[src/rtl/trigger_capture.sv]
// Trigger capture buffer: records a frame of DEPTH ADC samples around a
// level-crossing trigger, with PRE samples before the trigger sample and
// DEPTH-PRE-1 after it. The frame is read back by logical index, where
// index 0 is the oldest sample.
module trigger_capture #(
    parameter int DEPTH = 256,
    parameter int DW    = 12
) (
    input  logic                     clk,
    input  logic                     rst_n,
    input  logic                     sample_valid,
    input  logic [DW-1:0]            sample_data,
    input  logic [DW-1:0]            trig_level,
    input  logic                     trig_slope,
    input  logic                     arm,
    output logic                     busy,
    output logic                     capture_done,
    input  logic [$clog2(DEPTH)-1:0] rd_addr,
    output logic [DW-1:0]            rd_data
);
    localparam int AW     = $clog2(DEPTH);
    localparam int PRE    = DEPTH / 2;
    localparam int POST_N = DEPTH - PRE - 1;

    typedef enum logic [2:0] {
        S_IDLE      = 3'd0,
        S_PRE_FILL  = 3'd1,
        S_WAIT_TRIG = 3'd2,
        S_POST      = 3'd3,
        S_DONE      = 3'd4
    } state_t;

    state_t         state_q, state_d;
    logic [AW-1:0]  wr_ptr_q, wr_ptr_d;
    logic [AW-1:0]  cnt_q, cnt_d;
    logic [AW-1:0]  start_q, start_d;
    logic [DW-1:0]  prev_q, prev_d;
    logic           prev_valid_q, prev_valid_d;
    logic           busy_q, busy_d;
    logic           done_q, done_d;
    logic [DW-1:0]  rd_data_q;
    logic           wr_en_s;
    logic           trig_hit_s;
    logic [DW-1:0]  mem [DEPTH];

    // Trigger detection: unsigned level crossing between the stored and current sample
    always_comb begin
        if (trig_slope) begin
            trig_hit_s = prev_valid_q && (prev_q > trig_level) && (sample_data <= trig_level);
        end else begin
            trig_hit_s = prev_valid_q && (prev_q < trig_level) && (sample_data >= trig_level);
        end
    end

    // Next-state logic: capture sequencing, write pointer, counters and prev sample
    always_comb begin
        state_d      = state_q;
        wr_ptr_d     = wr_ptr_q;
        cnt_d        = cnt_q;
        start_d      = start_q;
        prev_d       = prev_q;
        prev_valid_d = prev_valid_q;
        wr_en_s      = 1'b0;

        case (state_q)
            S_IDLE, S_DONE: begin
                if (arm) begin
                    // a sample arriving with arm is deliberately dropped
                    state_d      = S_PRE_FILL;
                    wr_ptr_d     = '0;
                    cnt_d        = '0;
                    prev_valid_d = 1'b0;
                end else if (sample_valid) begin
                    prev_d       = sample_data;
                    prev_valid_d = 1'b1;
                end else begin
                    state_d = state_q;
                end
            end
            S_PRE_FILL: begin
                if (sample_valid) begin
                    wr_en_s      = 1'b1;
                    wr_ptr_d     = wr_ptr_q + AW'(1);
                    prev_d       = sample_data;
                    prev_valid_d = 1'b1;
                    if (cnt_q == AW'(PRE - 1)) begin
                        state_d = S_WAIT_TRIG;
                        cnt_d   = '0;
                    end else begin
                        cnt_d = cnt_q + AW'(1);
                    end
                end else begin
                    state_d = state_q;
                end
            end
            S_WAIT_TRIG: begin
                if (sample_valid) begin
                    wr_en_s      = 1'b1;
                    wr_ptr_d     = wr_ptr_q + AW'(1);
                    prev_d       = sample_data;
                    prev_valid_d = 1'b1;
                    if (trig_hit_s) begin
                        // the frame starts PRE samples before the trigger slot
                        start_d = wr_ptr_q - AW'(PRE);
                        cnt_d   = '0;
                        state_d = S_POST;
                    end else begin
                        state_d = S_WAIT_TRIG;
                    end
                end else begin
                    state_d = state_q;
                end
            end
            S_POST: begin
                if (sample_valid) begin
                    wr_en_s      = 1'b1;
                    wr_ptr_d     = wr_ptr_q + AW'(1);
                    prev_d       = sample_data;
                    prev_valid_d = 1'b1;
                    if (cnt_q == AW'(POST_N - 1)) begin
                        state_d = S_DONE;
                    end else begin
                        cnt_d = cnt_q + AW'(1);
                    end
                end else begin
                    state_d = state_q;
                end
            end
            default: begin
                state_d = S_IDLE;
            end
        endcase

        busy_d = (state_d == S_PRE_FILL) || (state_d == S_WAIT_TRIG) || (state_d == S_POST);
        done_d = (state_d == S_DONE);
    end

    // State and control registers with synchronous active-low reset
    always_ff @(posedge clk) begin
        if (!rst_n) begin
            state_q      <= S_IDLE;
            wr_ptr_q     <= '0;
            cnt_q        <= '0;
            start_q      <= '0;
            prev_q       <= '0;
            prev_valid_q <= 1'b0;
            busy_q       <= 1'b0;
            done_q       <= 1'b0;
        end else begin
            state_q      <= state_d;
            wr_ptr_q     <= wr_ptr_d;
            cnt_q        <= cnt_d;
            start_q      <= start_d;
            prev_q       <= prev_d;
            prev_valid_q <= prev_valid_d;
            busy_q       <= busy_d;
            done_q       <= done_d;
        end
    end

    // Sample memory write port; contents survive reset, writes are blocked during it
    always_ff @(posedge clk) begin
        if (rst_n && wr_en_s) begin
            mem[wr_ptr_q] <= sample_data;
        end
    end

    // Registered read port translating the logical index to a physical slot
    always_ff @(posedge clk) begin
        if (!rst_n) begin
            rd_data_q <= '0;
        end else begin
            rd_data_q <= mem[start_q + rd_addr];
        end
    end

    assign busy         = busy_q;
    assign capture_done = done_q;
    assign rd_data      = rd_data_q;

endmodule

[config.mk]
export PLATFORM = sky130hd
export DESIGN_NAME = trigger_capture
export DESIGN_NICKNAME = d
export VERILOG_FILES = /design/src/rtl/trigger_capture.sv
export SDC_FILE = /design/constraint.sdc
export NUM_CORES = 2
export LEC_CHECK = 0
export CAP_MARGIN = 5
export CORE_ASPECT_RATIO = 0.9
export CORE_MARGIN = 8
export CORE_UTILIZATION = 50
export CTS_CLUSTER_SIZE = 14
export DETAILED_ROUTE_END_ITERATION = 10
export GPL_TIMING_DRIVEN = 1
export PLACE_DENSITY = 0.67
export SYNTH_ARGS = -nofsm -noshare
export SYNTH_HDL_FRONTEND = slang
export SYNTH_SLANG_ARGS = --single-unit
[constraint.sdc]
create_clock -name clk -period 4.4 [get_ports clk]
set_input_delay 0.88 -clock clk [delete_from_list [all_inputs] [get_ports clk]]
set_output_delay 0.88 -clock clk [all_outputs]
set_load 0.005 [all_outputs]
# Word level (Yosys, flattened, before mapping)
# Memory sizes are Yosys's and may differ from the RTL's. A register that Yosys moved wholly into a read port is not among the register bits.
# Index checks and enable logic that the tools add are counted.
# Widths: inputs -> output; s select.
[op_classes] add_sub_neg=4 n_lt_le_gt_ge=4 n_eq_ne=18 muxes=29 n_reduce_logical=17
[op_table] op="$mux 8" count=8
[op_table] op="$pmux 8 s4" count=1
[op_table] op="$mux 12" count=2
[op_table] op="$pmux 12 s2" count=1
[op_table] op="$mux 3" count=6
[op_table] op="$add 8x1->8 const B" count=2
[op_table] op="$eq 8x7->1 const B" count=2
[op_table] op="$pmux 8 s2" count=1
[op_table] op="$ne 2x2->1 const B" count=7
[op_table] op="$eq 3x2->1 const B" count=4
[op_table] op="$ge 12x12->1" count=1
[op_table] op="$gt 12x12->1" count=1
[op_table] op="$le 12x12->1" count=1
[op_table] op="$lt 12x12->1" count=1
[op_table] op="$pmux 3 s4" count=1
[op_table] op="$add 8x8->8" count=1
[op_table] op="$mux 1" count=8
[op_table] op="$sub 8x8->8 const B" count=1
[op_table] op="$reduce_and 7->1" count=1
[op_table] op="$eq 3x1->1 const B" count=2
[op_table] op="$eq 3x3->1 const B" count=2
[op_table] op="$reduce_and 3->1" count=2
[op_table] op="$logic_and 1x1->1" count=5
[op_table] op="$reduce_bool 4->1" count=1
[op_table] op="9 further kinds" count=10
[word_totals] regBits=42 mem_bits_rw=3072 input_bits=37 wordCells=81 mem_count=1
[mem_list] name="mem" depth=256 word_bits=12 rd=1 rd_clocked_by_memory_dff=1 write_ports=1 line="44" source="logic [DW-1:0] mem [DEPTH];"

# Depth between registers and ports, before layout
[depth] ltp_word=10 ltp_mapped=13 ltp_nobuf=10

# Least setup slack after synthesis
# Ideal clock, no wire load.
[synth_path] path_kind="input-to-reg" startpoint="input port rd_addr[0]" endpoint="register rd_data_q[0], in the netlist rd_data[0], read port of mem" setup_time_ns=0.124 t_arrival_ns=3.606 required_time_ns=4.276 slack_ns=0.670 cell_stages=11 n_path_buf=3 cell_sequence="ha_1 fa_1 buf_2 clkbuf_1 clkbuf_1 mux4_2 mux4_2 nand2_1 a21oi_1 nor4_1 nand2_1"
[synth_via] elab_chain_len=1
[synth_rtl] element="from (decl)" line="18" source="input logic [$clog2(DEPTH)-1:0] rd_addr,"
[synth_rtl] element="$add 8x8->8" line="173" source="rd_data_q <= mem[start_q + rd_addr];"
[synth_rtl] element="to (decl)" line="41" source="logic [DW-1:0] rd_data_q;"
# No other way between the ends.
# A chain may end at the register's enable or synchronous reset.

# Worst setup path after layout
[layout_path] startpoint="input port rd_addr[0]" endpoint="register rd_data_q[2], in the netlist rd_data[2], read port of mem"
# The elaborated chain is that of the path after synthesis.

==> flow_summary.toml <==
[setup_path]
path_cells = "clkdlybuf4s50_1, ha_4, fa_4, buf_12, buf_12, buf_12, buf_12, mux4_2, mux4_2, nand2_1, nand3_1, a31oi_2, nand2_1"
cp_slowest_cell = "fa_4"
critical_path_required_ns = 5.12
path_class = "primary input to register"
cp.arrival_ns = 5.08
rrSetupSlack_ns = 0.35
crit_path_max_incr_delay_ns = 0.85
worstSetupStartpoint = "rd_addr[0]"
reg2reg_depth = 12
rr_endpoint = "rd_data[2]"
critPathMaxFanout = 38
cp-start-kind = "primary input"
end_kind = "register"
r2r_start = "start_q[0]"
cpMostUsedCell = "buf_12"

[drt]
vias_per_cell = 6.23
drt_iter0_drc = 7677
drc_errors = 0
vias = 58891
ant_nets = 0
drt_first_pass_iters = 5
wire_per_inst_um = 31.9
wl_um = 301000

[global_route]
gr-total-overflow = 0
grt_antenna_before_repair = 10
grt_pass1_wl_um = 433000
grt_pass1_vias = 58695
grt_max_degree = 194
gr-usage-all-layers_pct = 23.2

[placed_design]
place_congestion = 0.863
placed_cell_area_um2 = 131000
dpl.hpwl_um = 189000
portBuffers = 50
dp_slack_ns = -1.05

[die]
fp.dieW_um = 534
start_util_pct = 50.2
dieArea_um2 = 258000
io_pins = 51
core_area_um2 = 241000
die_h_um = 482
rows = 171

[synth]
yosys_warnings = 0
synth_edf_count = 3072
ys_seq_area_share_pct = 77.2
synth_ff_type = "edfxtp_1"
syn-num-nets = 5342
yosysUniqueCellTypes = 63
postSynthCellCount = 5267
ys_seq_elements = 3126
async_flop_share_pct = 0
syn_area_per_cell_um2 = 22.9
syn_area_um2 = 121000

[clock_network]
clkSlewWorstSetupHoldPaths_ns = 0.06
cts_num_sinks = 3126
cts_buffers = 310
cts_max_level = 5
clock_latency_ns = 0.86
clock_path_buffers = 4
cts_root_buf = "clkbuf_16"
holdBufCountCts = 0
cts_tree = "done"
post_cts_buffers = 0

[pwr]
combPwrFrac_pct = 5.2
swShare_pct = 20.8
switchingPower_w = 0.0128
internal_power_w = 0.0489
ir_drop_v = 0.000427
leakage_nw = 45.0
p_seq_share_pct = 53.1
p_clk_share_pct = 41.7
p_per_area_nw_per_um2 = 439

[timing]
fin_skew_ns = 0.0416
fmax_ghz = 0.230
hold_viol = 0
tightestPinTransition_ns = 1.30
max_slew_margin_pct = 13.5
setup_viol = 0
setup_slack_ns = 0.0427
post-route-period-util_pct = 99.0
drv_slew = 0
period_needed_ns = 4.36
rsz0062_at_grt = "false"
setup_tns_ns = 0

[layout]
syn_to_final_growth_pct = 16.3
fillers = 17055
finish.instance_area_um2 = 141000
final_layout_size_suffix_gt1_share_pct = 33.5
final_nets = 6085

[worst_hold_path]
hold_path_end = "mem[130][11]"
worstHoldStart = "sample_data[11]"
hold_depth = 1
hold_class = "primary input to register"

[status]
status = "finished clean"

[job]
maxCapViolations = 0
[repair_timing]
item,in CTS,in global routing
pin swaps,0,0
setup endpoints to repair,3,5
gates resized for setup,3,5
[cells in the final DEF (no fill, tap or decap), types with 4 or more instances in the layout]
cell and count:
clkinv_8 6, nor3_1 8, nor4_1 11, clkbuf_1 73, dfxtp_1 54, clkbuf_8 7
nand4_1 5, nor2b_1 9, inv_6 5, xor2_1 4, nand3_1 46, clkbuf_16 319
nand2_2 12, and4_1 7, nor2_1 309, a21oi_1 71, o22ai_1 11, bufinv_16 23
clkdlybuf4s50_1 38, buf_4 547, inv_1 20, edfxtp_1 3072, clkinv_1 56, diode_2 5
ha_1 36, a31oi_1 11, nand2_1 193, clkinv_2 46, or3_1 4, o21ai_0 10
buf_12 121, mux2i_1 59, mux4_2 952, buf_8 12, nor3b_1 4, nand3_2 4
clkinvlp_4 6, xnor2_1 4
[worst max-delay path: cells and delay by family]
family          cells  cell delay [ns]
fa+ha+maj           2             1.10
simple gates        3             0.43
mux                 2             0.84
compound gates      1             0.39
buf+inv             5             1.36
[metrics by stage]
stage / hold slack [ns] / util, % / std cells / power, W
after floorplan: 0.429 / - / 5267 / 0.0349
after global placement: 0.443 / 54.3 / 8897 / 0.0366
after detailed placement: 0.481 / 54.3 / 8898 / 0.0366
after CTS: 0.269 / 58.3 / 9443 / 0.0621
after global routing: 0.273 / 58.4 / 9444 / 0.0633
final: 0.332 / 58.4 / 9448 / 0.0617
[how the worst max path moves through the flow]
stage,to,slack (ns)
6_report,rd_data[2],0.04
5_1_grt,rd_data[0],0.005
4_1_cts,rd_data[6],0.02
3_5_place_dp,rd_data[3],-1.05
3_3_place_gp,rd_data[3],-1.09
2_1_floorplan,rd_data[0],0.67
[synthesized netlist by cell type (4+ instances only)]
| cell type | n | area [µm²] |
|---|---|---|
| edfxtp_1 | 3072 | 92200 |
| mux4_2 | 952 | 21400 |
| nor2_1 | 310 | 1160 |
| nand2_1 | 205 | 769 |
| clkbuf_1 | 166 | 623 |
| buf_2 | 79 | 395 |
| a21oi_1 | 71 | 355 |
| mux2i_1 | 59 | 591 |
| dfxtp_1 | 54 | 1080 |
| nand3_1 | 50 | 250 |
| ha_1 | 37 | 463 |
| buf_4 | 23 | 173 |
| inv_1 | 20 | 75.1 |
| a31oi_1 | 16 | 100 |
| buf_6 | 14 | 158 |
| nor4_1 | 12 | 75.1 |
| o22ai_1 | 11 | 68.8 |
| o21ai_0 | 10 | 50.1 |
| nor2b_1 | 9 | 56.3 |
| nor3_1 | 9 | 45.0 |
| and4_1 | 7 | 61.3 |
| xnor2_1 | 7 | 61.3 |
| buf_1 | 6 | 22.5 |
| xor2_1 | 6 | 52.6 |
| nand4_1 | 5 | 31.3 |
| nor3b_1 | 4 | 30.0 |
| or3_1 | 4 | 25.0 |
[per-layer routing]
metal | track usage, % | part of all wire (%) | vias up
met4 | 5.90 | 2.9 | 6
li1 | - | - | 23792
met5 | 0 | 0.013 | -
met2 | 36.1 | 47 | 3001
met1 | 34.4 | 41 | 31641
met3 | 4.55 | 9.7 | 451
[power groups by stage]
stage,Clock (W),Sequential [W],Combinational (W)
CTS,0.0261,0.0328,0.00325
detailed placement,0,0.0334,0.00324
global placement,0,0.0334,0.00319
floorplan,0,0.0334,0.00157
global route,0.0272,0.0327,0.00339
finish,0.0257,0.0328,0.00323
[kinds of logic after synthesis]
group	count (synthesis)	share of synthesized area (%)
compound gates	134	0.660
buf+inv	309	1.20
fa+ha+maj	38	0.400
mux	1012	18.2
flops	3126	77.2
simple gates	635	2.20
xor+xnor	13	0.0942
[area by class of cell]
class / instances / area, µm² / share of cell area [%]
Antenna cell: 5 / 12.5 / 0.00890
Clock buffer: 399 / 8350 / 5.94
Clock inverter: 146 / 1420 / 1.01
Inverter: 21 / 78.8 / 0.0561
Multi-Input combinational cell: 1832 / 26300 / 18.7
Sequential cell: 3126 / 93300 / 66.4
Tap cell: 3200 / 4000 / 2.85
Timing Repair Buffer: 719 / 7100 / 5.05
[flip-flops by register name, indices dropped and copies added (netlist names)]
name / cells
prev_q: 12
cnt_q: 8
start_q: 8
prev_valid_q: 1
state_q: 3
capture_done: 1
mem: 3072
rd_data: 12
wr_ptr_q: 8
busy: 1
No activity file was read; power rests on OpenSTA's default activity.
